File: src/rtl/fetch_sequencer.sv
`default_nettype none
// ============================================================================
// Module   : fetch_sequencer
// Brief    : PC/fetch controller. Resolves JUMP/HALT internally and forwards
//            all other instructions over valid/ready. Optional macro
//            FETCH_STATS_EN adds the retired_cnt handshake counter.
// Revision : 1.0
// ============================================================================
module fetch_sequencer #(
  parameter int              ADDR_W       = 8,
  parameter logic [ADDR_W-1:0] RESET_PC   = '0,
  parameter int              INSTR_STRIDE = 3,
  parameter logic [2:0]      OP_JUMP      = 3'b100,
  parameter logic [2:0]      OP_HALT      = 3'b111
) (
  input  logic              clk,
  input  logic              rst,
  input  logic              en,
  output logic [ADDR_W-1:0] mem_addr,
  input  logic [2:0]        mem_opcode,
  input  logic [7:0]        mem_a,
  input  logic [7:0]        mem_b,
  output logic              ins_valid,
  input  logic              ins_ready,
  output logic [2:0]        ins_opcode,
  output logic [7:0]        ins_a,
  output logic [7:0]        ins_b,
  output logic              halted
`ifdef FETCH_STATS_EN
  ,
  output logic [15:0]       retired_cnt
`endif
);

  localparam logic [ADDR_W-1:0] C_STRIDE = ADDR_W'(INSTR_STRIDE);

  typedef enum logic [1:0] {
    S_FETCH   = 2'd0,
    S_DECODE  = 2'd1,
    S_PRESENT = 2'd2,
    S_HALT    = 2'd3
  } state_t;

  state_t            r_state, w_state_nx;
  logic [ADDR_W-1:0] r_pc, w_pc_nx;
  logic              r_valid, w_valid_nx;
  logic [2:0]        r_op, w_op_nx;
  logic [7:0]        r_a, w_a_nx;
  logic [7:0]        r_b, w_b_nx;
  logic              r_halted, w_halted_nx;
  logic              w_handshake;

  assign w_handshake = (r_state == S_PRESENT) && ins_ready;

  always_ff @(posedge clk) begin
    if (rst) begin
      r_state  <= S_FETCH;
      r_pc     <= RESET_PC;
      r_valid  <= 1'b0;
      r_op     <= '0;
      r_a      <= '0;
      r_b      <= '0;
      r_halted <= 1'b0;
    end else begin
      r_state  <= w_state_nx;
      r_pc     <= w_pc_nx;
      r_valid  <= w_valid_nx;
      r_op     <= w_op_nx;
      r_a      <= w_a_nx;
      r_b      <= w_b_nx;
      r_halted <= w_halted_nx;
    end
  end

  always_comb begin
    w_state_nx  = r_state;
    w_pc_nx     = r_pc;
    w_valid_nx  = r_valid;
    w_op_nx     = r_op;
    w_a_nx      = r_a;
    w_b_nx      = r_b;
    w_halted_nx = r_halted;
    case (r_state)
      S_FETCH: begin
        if (en) w_state_nx = S_DECODE;
      end
      S_DECODE: begin
        // Memory read data is valid here: it sampled r_pc on the FETCH edge.
        if (mem_opcode == OP_JUMP) begin
          w_pc_nx    = ADDR_W'(mem_a);
          w_state_nx = S_FETCH;
        end else if (mem_opcode == OP_HALT) begin
          w_halted_nx = 1'b1;
          w_state_nx  = S_HALT;
        end else begin
          w_op_nx    = mem_opcode;
          w_a_nx     = mem_a;
          w_b_nx     = mem_b;
          w_valid_nx = 1'b1;
          w_state_nx = S_PRESENT;
        end
      end
      S_PRESENT: begin
        if (w_handshake) begin
          w_valid_nx = 1'b0;
          w_pc_nx    = r_pc + C_STRIDE;
          w_state_nx = S_FETCH;
        end
      end
      default: begin
        w_state_nx = S_HALT;
      end
    endcase
  end

  assign mem_addr   = r_pc;
  assign ins_valid  = r_valid;
  assign ins_opcode = r_op;
  assign ins_a      = r_a;
  assign ins_b      = r_b;
  assign halted     = r_halted;

`ifdef FETCH_STATS_EN
  logic [15:0] r_retired;

  always_ff @(posedge clk) begin
    if (rst)              r_retired <= '0;
    else if (w_handshake) r_retired <= r_retired + 16'd1;
  end

  assign retired_cnt = r_retired;
`endif

endmodule
`default_nettype wire

File: config.mk
export PLATFORM = sky130hd
export DESIGN_NAME = fetch_sequencer
export DESIGN_NICKNAME = d
export VERILOG_FILES = /design/src/rtl/fetch_sequencer.sv
export SDC_FILE = /design/constraint.sdc
export NUM_CORES = 1
export LEC_CHECK = 0
export CAP_MARGIN = 20
export CORE_MARGIN = 1.5
export CORE_UTILIZATION = 40
export DETAILED_ROUTE_END_ITERATION = 12
export PLACE_DENSITY_LB_ADDON = 0.1
export SKIP_CTS_REPAIR_TIMING = 1
export SYNTH_ARGS = -nofsm -noshare
export SYNTH_HDL_FRONTEND = slang
export SYNTH_SLANG_ARGS = --single-unit
File: constraint.sdc
create_clock -name clk -period 1.3 [get_ports clk]
set_input_delay 0.13 -clock clk [delete_from_list [all_inputs] [get_ports clk]]
set_output_delay 0.13 -clock clk [all_outputs]
set_load 0.03 [all_outputs]
### Word level (Yosys, flattened, before mapping)

Index checks and enable logic that the tools add are counted.

* muxes and demuxes: 12
* eq/ne operators: 9
* reductions and logical operators: 8
* bitwise logic cells: 2
* add/sub/neg operators: 1

Operators by type and width (number)
* two-way mux 8 bit: 2
* one-hot mux 8 bit (2 select lines): 1
* != test 2 bit (second input constant): 5
* AND reduction 3 bit: 3
* adder 8 x 2 -> 8 bit (second input constant): 1
* == test 3 bit (second input constant): 2
* two-way mux 2 bit: 3
* one-hot mux 2 bit (3 select lines): 1
* two-way mux 1 bit: 4
* AND reduction 4 bit: 1
* == test 2 x 1 -> 1 bit (second input constant): 1
* == test 2 bit (second input constant): 1
* logical NOT 2 bit: 1
* NOT 1 bit: 2
* one-hot mux 1 bit (2 select lines): 1
* AND reduction 2 bit: 1
* nonzero test 2 bit: 1
* logical AND 1 bit: 1

* input port bits: 23
* word-level logic and storage cells: 39
* output and inout bits: 29
* register bits: 31

### Longest topological paths before layout

Gate-level depths: netlist (run 1).

* depth in word-level cells: 4
* mapped depth: 7
* mapped depth without buffers: 6

### Worst setup path before layout (run 1)

No wires, ideal clock.

* kind: register to register
* start: register r_pc[0] (netlist: mem_addr[0])
* end: register r_pc[6] (netlist: mem_addr[6])
* path buffers: 0
* clock period less this slack: 1632 ps
* stages on the path, launching flop included: 7
* setup time: 69 ps
* required time: 1231 ps
* setup slack: -332 ps
* data arrival time: 1563 ps
* cells stage by stage: dfxtp_1 -> inv_1 -> ha_1 -> and3b_1 -> nand3_1 -> o31a_1 -> o21ai_1

* cells in the longest elaborated chain, start to end: 3

Ends and longest elaborated chain
* from (decl): RTL line 45 `logic [ADDR_W-1:0] r_pc, w_pc_nx;`
* from (signal assigned): RTL line 66 `r_pc <= w_pc_nx;`
* adder 8 x 2 -> 8 bit: RTL line 106 `w_pc_nx = r_pc + C_STRIDE;`
* two-way mux 8 bit: RTL line 104 `if (w_handshake) begin`
* one-hot mux 8 bit (2 select lines): RTL line 83 `case (r_state)`

No other way between the ends. The select of a mux whose other input is x is not followed.
A chain may end at the register's enable or synchronous reset.

### Worst setup path in the final report (run 1)

* start: register r_state[1]
* end: register r_pc[0] (netlist: mem_addr[0])

* cells in the longest elaborated chain, start to end: 4

Ends and longest elaborated chain
* from (decl): RTL line 44 `state_t r_state, w_state_nx;`
* from (signal assigned): RTL line 65 `r_state <= w_state_nx;`
* == test 2 bit: RTL line 53, 83
* logical AND 1 bit: RTL line 53 `assign w_handshake = (r_state == S_PRESENT) && ins_ready;`
* != test 2 bit (no line)
* AND reduction 3 bit (no line)

Parallel ways exist; a longest one is shown, timed or not.

==> metrics.md, run 1 <==
| Metric | Value |
|---|---|
| Minimum clock period | between 1000 and 1500 ps |
| Total Power | ~0.0025 W |
| Layout Nets | between 200 and 300 |
| Max Slew Vio Count | 0 |
| Multi-input gate area | 782.0 sq um |
| Clock Path Buffers | 2 |
| Max Fclk | between 600 and 700 MHz |
| Largest net degree at the start of global routing | 16 |
| Die X | roughly 64 um |
| Critical Path RT | approximately 1500 ps |
| Worst Hold Class | in2reg |
| Max-cap violations | 0 |
| CP max stage cell | dfxtp_4 |
| Global route overflow | 0 |
| Number of global-route vias before repair | 1328 |
| Crit-path cells | nor4b_4 > a22oi_4 > o21bai_1 > a211oi_2 |
| Unique masters post-synth | 42 |
| CTS tree | built |
| Met3 Usage GRT | 0.06250 |
| Number of setup violations in the final report | 25 |
| Total die area | ~4000 sq um |
| Post-Synthesis Cell Area | 1470 sq um |
| Max Clock Skew | between 3 and 4 ps |
| Die H | approximately 64 um |
| Crit-path max FO | 12 |
| Layout area overhead | 64.60% |
| Residual DRC | 0 |
| Grt peak-use layer | met2 |
| GR Util All Layers | 0.1994 |
| Least-Margin Pin Slew | approximately 360 ps |
| PortBufs | 51 |
| Drt wl/cell | approximately 14 um |
| Ys Warns | 0 |
| PD cells | around 1000 nW/um^2 |
| Pre-antenna DRT Iters | 4 |
| Largest cells by area after synthesis | dfxtp_1, mux2i_1, nor2_1 |
| First-pass GRT wire length | around 6200 um |
| Ant. Diodes | 0 |
| P_leak | about 1.4 nW |
| Post-route cell area | 2420 sq um |
| Sink Count | 31 |
| Share of cells above drive strength 1 | 0.2629 |
| Vias | 1360 |
| Max_slew headroom | 0.7594 |
| Register Area | ~630 sq um |
| Yosys top cell by area | dfxtp_1 |
| Initial antenna violation count | 0 |
| Critical path buffers and inverters | 0 |
| Syn nets | ~180 |
| Iter 0 DRT Violations | 35 |
| # IOs | 52 |
| Synthesized flop and latch total | 31 |
| CTS Buf Count | 5 |
| Fin worst setup slack | -151.0 ps |
| CP max stage delay | 360 ps |
| Final hold vios | 0 |
| Detailed Route WL | 3812 um |
| Setup crit end kind | flip-flop |
| Failing checks | negative setup slack |
| RSZ-0062 raised after global routing | yes |
| Clk_lat worst skew | about 280 ps |
| Initial core utilization | 0.4271 |
| Post-DP Area | approximately 2200 sq um |
| Post-route ant nets | 0 |
| Outcome | finished, violations left |
| Fillcell total | between 200 and 300 |
| Async set-reset flop share out of synthesis | 0 |
| Clk slew on worst S/H paths | around 60 ps |
| Post-Syn Instances | approximately 160 |
| M2 GR Usage | 0.3342 |
| Ys flop type | dfxtp_1 |
| DP Wirelength | 2673 um |
| Critical setup path kind | reg2reg |
| Rows | 21 |
| Setup TNS | -1923 ps |
| Peak supply drop | 0.0005386 V |
| Core Box Area | 3442 sq um |
| Placer Congestion | between 0.7 and 0.8 |
| DR vias/cell | roughly 4.9 |
| Met1 Use GR | 0.2315 |
| Seq/Total Area, Yosys | 0.4221 |
| Area share of the largest cell type after synthesis | 0.4221 |
| Clk root buf | clkbuf_8 |
| Mean Syn Cell Area | around 9.5 sq um |
| Worst EP arrival | about 1600 ps |
| H-tree Lvls | 2 |
| Number of flops mapped to enable cells by yosys | 0 |
| Final worst-path cycle share | 1.116 |
| Crit path launch type | flip-flop |
| CP top delay family | compound AO/OA/AOI/OAI gates |
## routing by layer
layer  routed length (um)  part of all wire  vias up
met5                    0                 0        -
met4                   60             0.016        0
met2                 1850              0.49       35
met3                  181             0.047        7
li1                     -                 -      700
met1                 1718              0.45      618
## registers in the layout, summed over array words and instances (netlist names)
| signal | count |
|---|---|
| halted | 1 |
| ins_a | 8 |
| ins_b | 8 |
| ins_opcode | 3 |
| ins_valid | 1 |
| mem_addr | 8 |
| r_state | 2 |
## logic make-up (layout without fill, tap and decap cells)
| group | after synthesis | in the layout | synth area share |
|---|---|---|---|
| AO/OA/AOI/OAI | 39 | 39 | 0.2068 |
| XOR/XNOR | 1 | 1 | 0.005959 |
| adder cells (fa/ha/maj) | 1 | 1 | 0.008509 |
| buffers and inverters | 16 | 93 | 0.06977 |
| flip-flops | 31 | 31 | 0.4221 |
| multiplexers | 16 | 16 | 0.1089 |
| AND/OR/NAND/NOR | 51 | 51 | 0.1779 |
## cells in the final DEF, fill, tap and decap left out, types with 3 or more instances in the layout
master           netlist  routed
o21ai_1                4       3
dlymetal6s2s_1         0      29
nand2_1                8       8
dfxtp_1               31      26
a31oi_1                4       4
clkbuf_8               0       7
clkdlybuf4s50_1        0      22
nor2_1                21      21
dfxtp_4                0       3
a211oi_2               3       3
inv_1                  6       5
buf_4                  2      24
o21ai_0                4       4
mux2i_1               16      15
a21oi_1                8       7
nor3_1                 4       4
## tightest hold or removal path: cells and delay by family
family	cells	cell delay [ps]
multiplexers	1	130
AND/OR/NAND/NOR	1	50
buffers and inverters	1	390
## cell usage after synthesis, drive strengths merged, types with 2 or more instances
| library cell | instances |
|---|---|
| a21oi | 10 |
| nand2 | 8 |
| or2 | 3 |
| o32ai | 3 |
| mux2i | 16 |
| clkbuf | 2 |
| dfxtp | 31 |
| a211oi | 3 |
| inv | 6 |
| a31oi | 4 |
| a22oi | 3 |
| nand2b | 3 |
| a21o | 2 |
| nor2 | 22 |
| nor3 | 4 |
| nor2b | 4 |
| o31a | 2 |
| buf | 8 |
| o21ai | 8 |
## final timing paths
check | to | cells after the start | slack, ps | start
worst max register to register | mem_addr[0] | 4 | -150 | r_state[1]
worst max-delay path | mem_addr[0] | 4 | -150 | r_state[1]
worst min register to register | halted | 2 | 480 | halted
worst min-delay path | ins_b[4] | 3 | 460 | mem_b[4]
## per-stage QoR
step | util | hold WS, ps | cells | setup slack [ps]
2_1_floorplan | - | 219.8 | 155 | -59.77
3_3_place_gp | 0.6321 | 463.0 | 266 | -403.5
3_5_place_dp | 0.6321 | 475.5 | 266 | -494.1
4_1_cts | 0.6612 | 452.7 | 274 | -282.5
5_1_grt | 0.7030 | 492.6 | 278 | -205.1
6_report | 0.7030 | 458.5 | 278 | -151.0
## area by class of cell
type	instances	area share
flip-flops and latches	31	0.2622
clock buffers	8	0.04137
well taps	46	0.02378
repair buffers	79	0.3392
multi-input cells	108	0.3232
inverters	6	0.01034
## report_power, final
part / internal [W] / total (W) / switching (W)
Combinational: 0.000323 / 0.000641 / 0.000318
Clock: 0.000483 / 0.000833 / 0.000351
Sequential: 0.00101 / 0.00105 / 0.0000449
Total: 0.00181 / 0.00253 / 0.000714
Note: power is estimated with default switching activity, not from simulation.
==> run 2, diff against run 1 <==
--- a/config.mk
+++ b/config.mk
@@ -8,6 +8,7 @@
 export CAP_MARGIN = 20
 export CORE_MARGIN = 1.5
-export CORE_UTILIZATION = 40
+export CORE_UTILIZATION = 55
 export DETAILED_ROUTE_END_ITERATION = 12
+export DONT_BUFFER_PORTS = 1
 export PLACE_DENSITY_LB_ADDON = 0.1
 export SKIP_CTS_REPAIR_TIMING = 1
==> constraint.sdc (replaced) <==
create_clock -name clk -period 1.3 [get_ports clk]
set_input_delay 0.26 -clock clk [delete_from_list [all_inputs] [get_ports clk]]
set_output_delay 0.26 -clock clk [all_outputs]
set_load 0.03 [all_outputs]
==> run 2 against run 1 <==
The flow finishes with violations (negative hold slack, negative setup slack). Global-route usage grew 2.3 points. Sequential share of layout area grew 8.6 points. Via count shrank 11%. Register-to-register slack gained 80 ps. Cell count shrank 23%. Largest cell class is now multi-input combinational cells.
==> metrics.md, run 2 (synthesis gave the netlist of run 1 again) <==
| Metric | Value |
|---|---|
| Outcome | finished, violations left |
| Failing checks | negative hold slack, negative setup slack |
| Final worst-path cycle share | 1.058 (-0.05836) |
| Residual DRC | 0 (unchanged) |
| Max Fclk | 727.2 MHz (+5.5%) |
| First-pass GRT wire length | 4574 um (-26%) |
| Least-Margin Pin Slew | 348.8 ps (-12.01 ps) |
| PortBufs | 0 (-100%) |
| Layout Nets | 208 (-18%) |
| Number of global-route vias before repair | 1114 (-16%) |
| Clk_lat worst skew | 340 ps (+60 ps) |
| Clk slew on worst S/H paths | 100 ps (+40 ps) |
| Ant. Diodes | 0 (unchanged) |
| Most common cell after layout, fill and taps aside | buf_4 |
| Fillcell total | 197 (-29%) |
| DR vias/cell | 5.614 (+15%) |
| CTS tree | built |
| Fin worst setup slack | -75.14 ps (+75.87 ps) |
| Worst Hold Class | in2reg |
| Detailed Route WL | 3171 um (-17%) |
| GR Util All Layers | 0.2225 (+0.02308) |
| Max-cap violations | 0 (unchanged) |
| CP top delay family | compound AO/OA/AOI/OAI gates |
| Number of setup violations in the final report | 21 (-16%) |
| Cell mode on critical path | a211oi_2 |
| Total Power | 0.002167 W (-14%) |
| Worst EP arrival | 1600 ps (-40 ps) |
| Critical setup path kind | reg2reg |
| Multi-input gate area | 798.3 sq um (+2.1%) |
| Iter 0 DRT Violations | 31 (-11%) |
| Die H | 54.70 um (-14%) |
| Share of cells above drive strength 1 | 0.3568 (+0.09383) |
| Crit-path max FO | 11 (-1) |
| Crit path launch type | flip-flop |
| P_leak | 0.7071 nW (-49%) |
| Die X | 54.70 um (-14%) |
| Critical path buffers and inverters | 1 (+1) |
| Core Box Area | 2500 sq um (-27%) |
| Critical Path RT | 1520 ps (+30 ps) |
| Most frequent cells in the layout | buf_4, dfxtp_1, nor2_1 |
| Pre-antenna DRT Iters | 4 (unchanged) |
| Setup crit end kind | flip-flop |
| Max Clock Skew | 7.735 ps (+3.820 ps) |
| Initial core utilization | 0.5881 (+0.1610) |
| Layout area overhead | 23.83% |
| CP max stage delay | 360 ps (about the same) |
| Pre-CTS setup slack | -135.5 ps (+358.6 ps) |
| Max_slew headroom | 0.7671 (+0.007691) |
| Largest net degree at the start of global routing | 34 (+18) |
| Crit-path cells | nor4b_4 > a22oi_4 > buf_4 > a211oi_2 > a211oi_2 |
| Register Area | 634.4 sq um (unchanged) |
| Final hold vios | 25 (+25) |
| Rows | 18 (-14%) |
| Clk root buf | clkbuf_4 |
| Clock Path Buffers | 2 (unchanged) |
| Drt wl/cell | 14.75 um (+7.6%) |
| DP Wirelength | 2198 um (-18%) |
| H-tree Lvls | 2 (unchanged) |
| PD cells | 1190 nW/um^2 (+14%) |
| Total die area | 2992 sq um (-26%) |
| Peak supply drop | 0.0009826 V (+82%) |
| Sink Count | 31 (unchanged) |
| Vias | 1207 (-11%) |
| Max Slew Vio Count | 0 (unchanged) |
| Post-route ant nets | 0 (unchanged) |
| Placer Congestion | 0.8245 (+9.2%) |
| Global route overflow | 0 (unchanged) |
| Worst hold slack | -20.53 ps (-479.0 ps) |
| Initial antenna violation count | 0 (unchanged) |
| # IOs | 52 (unchanged) |
| Minimum clock period | 1375 ps (-75.86 ps) |
| CP max stage cell | dfxtp_2 |
| RSZ-0062 raised after global routing | yes |
| CTS Buf Count | 5 (unchanged) |
==> run 2: changes by cell type in the layout (fill, tap and decap cells not counted), moves of 2 or more <==
cell / previous run / this run
buf_4: 24 / 30
clkbuf_4: 0 / 5
clkbuf_8: 7 / 2
clkdlybuf4s50_1: 22 / 0
dlymetal6s2s_1: 29 / 0
nor2b_2: 2 / 0
nor2b_4: 0 / 2
==> run 2: cell type report <==
| class | count | area share |
|---|---|---|
| Inverter | 6 | 0.01375 |
| Multi-Input combinational cell | 108 | 0.4385 |
| Tap cell | 30 | 0.02062 |
| Clock buffer | 8 | 0.03780 |
| Sequential cell | 31 | 0.3485 |
| Timing Repair Buffer | 32 | 0.1409 |
==> run 2: path summary, 6_finish.rpt <==
check	from	to	slack [ps]	cells past startpoint
max	r_state[1]	mem_addr[0]	-80	5
min	rst	mem_addr[4]	-20	1
min reg2reg	mem_addr[7]	mem_addr[7]	510	2
max reg2reg	r_state[1]	mem_addr[0]	-80	5
==> run 2: report_power, final <==
part	total [W]	internal [W]	switching (W)	leakage [nW]
Sequential	0.00113	0.00101	0.000121	0.255
Combinational	0.000388	0.000204	0.000184	0.413
Clock	0.000650	0.000318	0.000333	0.0386
Total	0.00217	0.00153	0.000638	0.707
==> run 2: per-stage QoR <==
stage                     setup TNS, ps  utilization  instances  instance area (sq um)  hold slack, ps
after CTS                         -2279       0.7017        211                   1754          -43.25
after global routing              -2359       0.7282        215                   1821          -51.13
final                            -788.4       0.7282        215                   1821          -20.53
after detailed placement          -1557       0.6742        203                   1685           319.4
after global placement           -661.0       0.6742        203                   1685           316.9
after floorplan                  -117.2            -        155                   1513           349.8
==> run 2: layer usage <==
metal / vias up / GRT usage / wire [um]
met2: 41 / 0.3790 / 1513
met5: - / 0 / 0
li1: 607 / - / -
met1: 555 / 0.2353 / 1381
met3: 4 / 0.1066 / 247
met4: 0 / 0.08333 / 28
==> run 2: worst reg2reg max path: stages, from the launching register on <==
cell      delay (ps)
dfxtp_2          360
nor4b_4          330
a22oi_4          180
buf_4            160
a211oi_2         180
a211oi_2          50
==> run 3, diff against run 2 <==
CORE_ASPECT_RATIO = 1.2   (was default)
==> run 3 against run 2 <==
The run still ends with negative hold slack, negative setup slack left. Fmax is 2.9% lower. Via count rose by 1.7%. Clock power rose by 23%. Non-clock buffer count decreased by 5. Worst setup slack got worse by 42 ps. Critical path depth stayed put. Cell count shrank 0.47%. Sequential cell count unchanged. Clock skew is 0.63 ps lower. Register-to-register slack lost 40 ps. Die area hardly changed. First-iteration DRC count increased by 32%. Critical path type unchanged. Highest routed layer unchanged.
==> metrics.md, run 3 (synthesis gave the netlist of run 1 again) <==
| Metric | Value |
|---|---|
| Detailed Route WL | 3349 um (+5.6%) |
| Drt wl/cell | 15.65 um (+6.1%) |
| Post-route ant nets | 0 (unchanged) |
| Clk root buf | clkbuf_4 |
| Cell mode on critical path | a211oi_2 |
| Share of cells above drive strength 1 | 0.3370 (-0.01974) |
| Die X | 50.20 um (-8.2%) |
| Sink Count | 31 (unchanged) |
| Crit Reg-Reg Endpoint | mem_addr[0] |
| Fin worst setup slack | -116.8 ps (-41.70 ps) |
| PortBufs | 0 (unchanged) |
| Crit-path max FO | 6 (-5) |
| Crit-path cells | nor4b_4 > a22oi_4 > buf_4 > a211oi_2 > a211oi_2 |
| Most common cell after layout, fill and taps aside | dfxtp_1 |
| Most frequent cells in the layout | dfxtp_1, buf_4, nor2_1 |
| DP Wirelength | 2167 um (-1.4%) |
| Global route overflow | 0 (unchanged) |
| GR Util All Layers | 0.2323 (+0.009820) |
| RSZ-0062 raised after global routing | yes |
| Worst Hold Class | in2reg |
| DR vias/cell | 5.738 (+2.2%) |
| RR Startpoint | r_state[1] |
| First-pass GRT wire length | 5202 um (+14%) |
| Max Fclk | 705.8 MHz (-2.9%) |
| Number of setup violations in the final report | 25 (+19%) |
| Final hold vios | 15 (-40%) |
| Total die area | 2993 sq um (about the same) |
| Minimum clock period | 1417 ps (+41.70 ps) |
| Critical Path Source | r_state[1] |
| Rows | 20 (+2) |
| Critical path buffers and inverters | 1 (unchanged) |
| CP max stage cell | nor4b_4 |
| Clk_lat worst skew | 330 ps (about the same) |
| PD cells | 1279 nW/um^2 (+7.4%) |
| Iter 0 DRT Violations | 41 (+32%) |
| Critical setup path kind | reg2reg |
| Vias | 1228 (+1.7%) |
| Core Box Area | 2527 sq um (+1.1%) |
| Fillcell total | 208 (+5.6%) |
| Crit path capture | mem_addr[0] |
| Number of global-route vias before repair | 1184 (+6.3%) |
| Final worst-path cycle share | 1.090 (+0.03208) |
| Initial antenna violation count | 0 (unchanged) |
| CTS Buf Count | 5 (unchanged) |
| Clk slew on worst S/H paths | 100 ps (about the same) |
| CTS tree | built |
| Critical Path RT | 1520 ps (about the same) |
| Setup crit end kind | flip-flop |
| Flop2flop setup slack | -120 ps (-40 ps) |
| Layout Nets | 204 (-1.9%) |
| Max-cap violations | 0 (unchanged) |
| Pre-CTS setup slack | -95.59 ps (+39.87 ps) |
| Least-Margin Pin Slew | 378.2 ps (+29.38 ps) |
| Cells on worst reg2reg path | 5 (unchanged) |
| CP max stage delay | 370 ps (about the same) |
| Layout area overhead | 22.55% |
| Clock Path Buffers | 2 (unchanged) |
| Residual DRC | 0 (unchanged) |
| H-tree Lvls | 2 (unchanged) |
| Largest net degree at the start of global routing | 34 (unchanged) |
| CP top delay family | compound AO/OA/AOI/OAI gates |
| Ant. Diodes | 0 (unchanged) |
| Crit path launch type | flip-flop |
| Register Area | 631.9 sq um (-0.39%) |
| Max Slew Vio Count | 0 (unchanged) |
| Max Clock Skew | 7.106 ps (-0.6289 ps) |
| Multi-input gate area | 794.5 sq um (-0.47%) |
| Outcome | finished, violations left |
| Pre-antenna DRT Iters | 4 (unchanged) |
| Peak supply drop | 0.0009841 V (+0.15%) |
| P_leak | 0.6908 nW (-2.3%) |
| Die H | 59.64 um (+9.0%) |
| Worst hold slack | -17.35 ps (+3.186 ps) |
| Failing checks | negative hold slack, negative setup slack |
| Initial core utilization | 0.5817 (-0.006405) |
| Max_slew headroom | 0.7475 (-0.01961) |
| CP Depth | 5 (unchanged) |
| Placer Congestion | 0.8160 (-1.0%) |
| Worst EP arrival | 1640 ps (+40 ps) |
| # IOs | 52 (unchanged) |
-- run 3: cell type report --
class / instances / area share
flip-flops and latches: 31 / 0.3507
clock inverters: 2 / 0.01944
repair buffers: 27 / 0.1236
multi-input cells: 109 / 0.4410
well taps: 33 / 0.02292
inverters: 6 / 0.01389
clock buffers: 6 / 0.02847
-- run 3: stage by stage --
| stage | area (sq um) | util | power, W | std cells | setup TNS [ps] |
|---|---|---|---|---|---|
| floorplan | 1513 | - | 0.001428 | 155 | -117.2 |
| global placement | 1667 | 0.6594 | 0.001490 | 203 | -407.4 |
| detailed placement | 1667 | 0.6594 | 0.001500 | 203 | -1075 |
| CTS | 1753 | 0.6936 | 0.002291 | 211 | -2154 |
| global route | 1802 | 0.7129 | 0.002389 | 214 | -2984 |
| finish | 1802 | 0.7129 | 0.002305 | 214 | -1065 |
-- run 3: worst min-delay path by stage --
stage | from | to | slack [ps] | depth (start not counted)
finish | rst | mem_addr[1] | -20 | 1
global route | rst | mem_addr[1] | -50 | 1
CTS | rst | mem_addr[1] | -40 | 1
detailed placement | rst | mem_addr[1] | 320 | 1
global placement | rst | mem_addr[1] | 320 | 1
floorplan | ins_ready | ins_valid | 350 | 1
-- run 3: metal layers --
layer,GRT usage,vias to the layer above,share of wire
met5,0,-,0
met4,0.09921,0,0.011
met3,0.08333,6,0.076
met2,0.3872,45,0.51
met1,0.2683,576,0.40
li1,-,601,-
-- run 3: power by group --
part	internal, W	leakage [nW]	switching, W
Sequential	0.00101	0.255	0.000121
Clock	0.000454	0.0482	0.000343
Combinational	0.000191	0.387	0.000187
Total	0.00165	0.691	0.000652
-- run 3: worst reg2reg max path: cells and delay by family (launching register included) --
| kind | cells | cell delay (ps) |
|---|---|---|
| buf+inv | 1 | 170 |
| flops | 1 | 360 |
| compound gates | 3 | 400 |
| simple gates | 1 | 370 |
